==> config.mk <==
export PLATFORM = sky130hd
export DESIGN_NAME = ncm_pkt_arbiter
export DESIGN_NICKNAME = d
export VERILOG_FILES = /design/src/rtl/dii_package.sv /design/src/rtl/ncm_arb_pkg.sv /design/src/rtl/ncm_rr_pick.sv /design/src/rtl/ncm_pkt_arbiter.sv
export SDC_FILE = /design/constraint.sdc
export NUM_CORES = 1
export LEC_CHECK = 0
export CORE_MARGIN = 2
export CORE_UTILIZATION = 36
export CTS_CLUSTER_SIZE = 24
export DETAILED_ROUTE_END_ITERATION = 10
export PLACE_DENSITY = 0.77
export SLEW_MARGIN = 5
export SYNTH_ARGS = -nofsm -noshare
export SYNTH_HDL_FRONTEND = slang
export SYNTH_SLANG_ARGS = --single-unit
==> constraint.sdc <==
create_clock -name clk_noc -period 2.3 [get_ports clk_noc]
set_input_delay 0.46 -clock clk_noc [delete_from_list [all_inputs] [get_ports clk_noc]]
set_output_delay 0.46 -clock clk_noc [all_outputs]
set_load 0.02 [all_outputs]
==> src/rtl/dii_package.sv <==
// Debug-interconnect flit type shared by every debug-stream producer and consumer.
package dii_package;

    typedef struct packed {
        logic        valid;
        logic        last;
        logic [15:0] data;
    } dii_flit;

endpackage

==> src/rtl/ncm_arb_pkg.sv <==
// Shared types and helpers for the NoC control module packet arbiter.
package ncm_arb_pkg;

    typedef enum logic [1:0] {
        IDLE    = 2'd0,
        PASS    = 2'd1,
        DISCARD = 2'd2
    } arb_state_e;

    // Index width that stays legal (>= 1 bit) even for tiny source counts.
    function automatic int unsigned clog2_min1(input int unsigned n);
        return (n <= 2) ? 1 : $clog2(n);
    endfunction

endpackage

==> src/rtl/ncm_rr_pick.sv <==
// Combinational winner selection: lowest-index priority request, else the
// first non-priority request after rr_ptr with wrap-around.
module ncm_rr_pick
    import ncm_arb_pkg::*;
#(
    parameter int unsigned NUM_SRC = 4,
    parameter int unsigned IDW     = clog2_min1(NUM_SRC)
) (
    input  logic [NUM_SRC-1:0] req,
    input  logic [NUM_SRC-1:0] prio_mask,
    input  logic [IDW-1:0]     rr_ptr,
    output logic               found,
    output logic [IDW-1:0]     idx
);

    logic [NUM_SRC-1:0] hi;
    logic [NUM_SRC-1:0] lo;
    logic [IDW-1:0]     j;

    always_comb begin
        found = 1'b0;
        idx   = '0;
        j     = '0;
        hi    = req & prio_mask;
        lo    = req & ~prio_mask;
        // Loops run from the least preferred candidate up so the preferred one is assigned last.
        if (|hi) begin
            found = 1'b1;
            for (int unsigned k = 0; k < NUM_SRC; k++) begin
                j = IDW'(NUM_SRC - 1 - k);
                if (hi[j]) idx = j;
            end
        end else begin
            for (int unsigned k = NUM_SRC; k > 0; k--) begin
                j = IDW'((32'(rr_ptr) + k) % NUM_SRC);
                if (lo[j]) begin
                    found = 1'b1;
                    idx   = j;
                end
            end
        end
    end

endmodule

==> src/rtl/ncm_pkt_arbiter.sv <==
// Packet arbiter feeding the NoC-to-debug CDC FIFO: strict priority plus
// round-robin, no interleaving, over-length packets truncated and drained.
module ncm_pkt_arbiter
    import dii_package::*;
    import ncm_arb_pkg::*;
#(
    parameter int unsigned          NUM_SRC     = 4,
    parameter logic [NUM_SRC-1:0]   PRIO_MASK   = 4'b0001,
    parameter int unsigned          MAX_PKT_LEN = 12,
    parameter int unsigned          IDW         = clog2_min1(NUM_SRC)
) (
    input  logic               clk_noc,
    input  logic               rst_noc_n,
    input  dii_flit            in_flit [NUM_SRC],
    output logic [NUM_SRC-1:0] in_ready,
    output dii_flit            out_flit,
    input  logic               out_ready,
    output logic               grant_valid,
    output logic [IDW-1:0]     grant_id,
    output logic [7:0]         trunc_cnt
);

    localparam logic [7:0] LAST_IDX = 8'(MAX_PKT_LEN - 1);

    arb_state_e         state;
    logic [7:0]         flit_cnt;
    logic [IDW-1:0]     rr_ptr;

    dii_flit            cur;
    logic [NUM_SRC-1:0] vld;
    logic [NUM_SRC-1:0] pick_req;
    logic [IDW-1:0]     pick_ptr;
    logic [IDW-1:0]     ptr_eop;
    logic               pick_found;
    logic [IDW-1:0]     pick_idx;
    logic               xfer;
    logic               at_limit;

    always_comb begin
        vld = '0;
        for (int unsigned i = 0; i < NUM_SRC; i++) vld[i] = in_flit[i].valid;
        cur      = in_flit[grant_id];
        xfer     = (state == PASS) && cur.valid && out_ready;
        at_limit = (flit_cnt == LAST_IDX);
        ptr_eop  = PRIO_MASK[grant_id] ? rr_ptr : grant_id;
        // One picker serves both IDLE and end-of-packet; the finishing source is masked out.
        if (state == IDLE) begin
            pick_req = vld;
            pick_ptr = rr_ptr;
        end else begin
            pick_req = vld & ~(NUM_SRC'(1) << grant_id);
            pick_ptr = ptr_eop;
        end
    end

    ncm_rr_pick #(
        .NUM_SRC (NUM_SRC),
        .IDW     (IDW)
    ) u_pick (
        .req       (pick_req),
        .prio_mask (PRIO_MASK),
        .rr_ptr    (pick_ptr),
        .found     (pick_found),
        .idx       (pick_idx)
    );

    always_comb begin
        out_flit = '0;
        in_ready = '0;
        case (state)
            PASS: begin
                out_flit = cur;
                if (at_limit) out_flit.last = 1'b1;
                in_ready[grant_id] = out_ready;
            end
            DISCARD: in_ready[grant_id] = 1'b1;
            default: ;
        endcase
    end

    assign grant_valid = (state != IDLE);

    always_ff @(posedge clk_noc or negedge rst_noc_n) begin
        if (!rst_noc_n) begin
            state     <= IDLE;
            grant_id  <= '0;
            flit_cnt  <= '0;
            trunc_cnt <= '0;
            rr_ptr    <= IDW'(NUM_SRC - 1);
        end else begin
            case (state)
                IDLE: begin
                    if (pick_found) begin
                        grant_id <= pick_idx;
                        flit_cnt <= '0;
                        state    <= PASS;
                    end
                end
                PASS: begin
                    if (xfer) begin
                        if (!cur.last && at_limit) begin
                            if (trunc_cnt != 8'hFF) trunc_cnt <= trunc_cnt + 8'd1;
                            flit_cnt <= flit_cnt + 8'd1;
                            state    <= DISCARD;
                        end else if (cur.last) begin
                            rr_ptr   <= ptr_eop;
                            flit_cnt <= '0;
                            if (pick_found) grant_id <= pick_idx;
                            else            state    <= IDLE;
                        end else begin
                            flit_cnt <= flit_cnt + 8'd1;
                        end
                    end
                end
                DISCARD: begin
                    if (cur.valid && cur.last) begin
                        rr_ptr <= ptr_eop;
                        state  <= IDLE;
                    end
                end
                default: state <= IDLE;
            endcase
        end
    end

endmodule

==> results_dict.tcl <==
set metrics [dict create \
    worst_pin_slew_ns 0.536 \
    io_pins 108 \
    clk_path_buf_depth 2 \
    async_flop_share_pct 100 \
    routed_wl_mm 6.86 \
    ys_seq_area_share_pct 27.1 \
    relSlewSlack_pct 64.1 \
    die_x_um 79.3 \
    start_util_pct 37.1 \
    ys_top_cells_by_area "dfrtp_1 (24%), mux4_2 (20%), and2_1 (6.1%)" \
    placed_area_mm2 0.00344 \
    layout.nets 433 \
    timing.fmax_mhz 435 \
    grt_max_degree 31 \
    avgSynthCellArea_um2 9.59 \
    finClkSkew_ns 0.00383 \
    hold_viol 0 \
    synthesis.nets 293 \
    crit_type "reg2out" \
    drc_errors 0 \
    grt.total_usage_pct 21.1 \
    layout-drive-gt1-share_pct 28.4 \
    final_area_mm2 0.00353 \
    ys_types 43 \
    post_drt_wl_per_cell_um 16.2 \
    ir_drop_v 0.00123 \
    grt_first_pass_wirelength_mm 10.6 \
    synth_common_cells "and2_1 (20), dfrtp_1 (20), mux4_2 (18)" \
    ant_nets 0 \
    p_total_mw 3.59 \
    hold_ws_ns 0.478 \
    dp.final_hpwl_mm 5.33 \
    yosysWarnings 0 \
    numCtsBuffers 3 \
    synth_edf_count 0 \
    setup_violations 1 \
    clk_latency_ns 0.26 \
    synthesis.area_mm2 0.00204 \
    cp-end-kind "primary output" \
    path_clk_slew_ns 0.09 \
    setup_slack_ns -0.00149 \
    cp.arrival_ns 1.84 \
    viasPerCell 5.31 \
    dieHeight_um 79.3 \
    overflow 0 \
    yosys_register_bits 22 \
    fp.dieArea_mm2 0.00629 \
    first_iter_violations 45 \
    placement.io_buffers 107 \
    synthCells 213 \
    p_per_area_mw_per_mm2 1010 \
    clock_sink_count 22 \
    area_growth_pct 73.0 \
    n_antenna_cell 0 \
    status "complete, but fails checks" \
    synth_top_cell_by_area "dfrtp_1" \
    required_ns 1.84 \
    rsz0062_at_grt "yes" \
    violations "setup timing" \
    coreArea_mm2 0.00551 \
    ctsHtreeMaxLevel 1 \
    synth-main-ff-cell "dfrtp_1" \
    antenna_found_initial 0 \
    period_needed_ns 2.30 \
    cts_tree "done" \
    hp-class "in2async" \
    cp_max_fo 10 \
    dp_slack_ns -0.360 \
    netlist.area_leader.share_pct 24.5 \
    critPathLaunchType "flip-flop" \
    grt_pass1_vias 2222 \
    gp_congestion 0.837 \
    final.setup.tns_ns -0.00149 \
    firstDrtPassIters 4 \
    finalCritPeriodShare_pct 100 \
    rows 27 \
    cts-root-buf "clkbuf_8" \
    leakagePower_nw 1.51 \
    num_vias 2253 \
    maxCapViolations 0 \
    slew_viol_final 0 \
]
[cell families after synthesis]
| family | after synthesis | share of synthesized area (%) |
|---|---|---|
| compound gates | 49 | 16.0 |
| buf+inv | 21 | 4.29 |
| mux | 22 | 22.0 |
| xor+xnor | 7 | 3.00 |
| fa+ha+maj | 5 | 3.06 |
| flops | 22 | 27.1 |
| simple gates | 87 | 24.6 |
[layout by cell type (no fill, tap or decap), drive strengths merged, types with 4 or more instances in the layout]
| cell type | n |
|---|---|
| a21oi | 9 |
| a22oi | 4 |
| and2 | 20 |
| and3 | 5 |
| buf | 55 |
| clkbuf | 6 |
| clkdlybuf4s50 | 84 |
| dfrtp | 20 |
| ha | 5 |
| inv | 10 |
| mux4 | 18 |
| nand2 | 14 |
| nand2b | 10 |
| nand3 | 8 |
| nor2 | 13 |
| nor2b | 5 |
| nor3 | 4 |
| o21ai | 15 |
| xnor2 | 4 |
[path summary, 6_finish.rpt]
kind | slack, ns | end | startpoint | cells after the start
max | -0.001 | out_flit[5] | grant_id[0] | 4
max reg2reg | 0.02 | state[0] | grant_id[0] | 7
min reg2reg | 0.52 | trunc_cnt[7] | trunc_cnt[7] | 1
min in group clk_noc | 0.52 | trunc_cnt[7] | trunc_cnt[7] | 1
max in group asynchronous | 1.29 | state[1] | rst_noc_n | 2
min | 0.48 | flit_cnt[2] | rst_noc_n | 1
[per-layer routing]
layer | global-route usage, % | vias up | wire length (µm)
met4 | 2.59 | 0 | 17
met3 | 5.00 | 2 | 567
met1 | 23.5 | 1081 | 2670
met2 | 41.4 | 91 | 3610
met5 | 0 | - | 0
li1 | - | 1079 | -
[worst max-delay path, stage by stage (launching register included)]
cell             delay, ns
dfrtp_2               0.45
buf_12                0.18
mux4_2                0.50
and2_1                0.17
clkdlybuf4s15_2       0.27
[flip-flops by register name, indices dropped and copies added (netlist names)]
signal     count
grant_id       2
state          2
rr_ptr         2
trunc_cnt      8
flit_cnt       8
[what timing repair did]
item,4_1_cts,5_1_grt
pin swaps,1,2
gates resized for setup,71,26
gates cloned,2,0
setup endpoints to repair,32,33
hold buffers,0,0
buffers inserted,3,0
[stage by stage]
| stage | utilization [%] | instances |
|---|---|---|
| 2_1_floorplan | - | 213 |
| 3_3_place_gp | 62.5 | 415 |
| 3_5_place_dp | 62.5 | 415 |
| 4_1_cts | 64.8 | 424 |
| 5_1_grt | 64.2 | 424 |
| 6_report | 64.2 | 424 |
[power breakdown]
| group | leakage, nW | switching (mW) | internal (mW) |
|---|---|---|---|
| combinational | 1.18 | 1.33 | 1.34 |
| sequential | 0.293 | 0.0835 | 0.468 |
| clock | 0.0357 | 0.133 | 0.232 |
| total | 1.51 | 1.55 | 2.04 |
[final cells by class]
type | instances | area [µm²]
Fill cell | 439 | 1970
Clock buffer | 3 | 41.3
Tap cell | 72 | 90.1
Sequential cell | 22 | 554
Clock inverter | 1 | 30.0
Inverter | 10 | 37.5
Multi-Input combinational cell | 170 | 1440
Timing Repair Buffer | 146 | 1350
(Power assumes the default switching activity.)
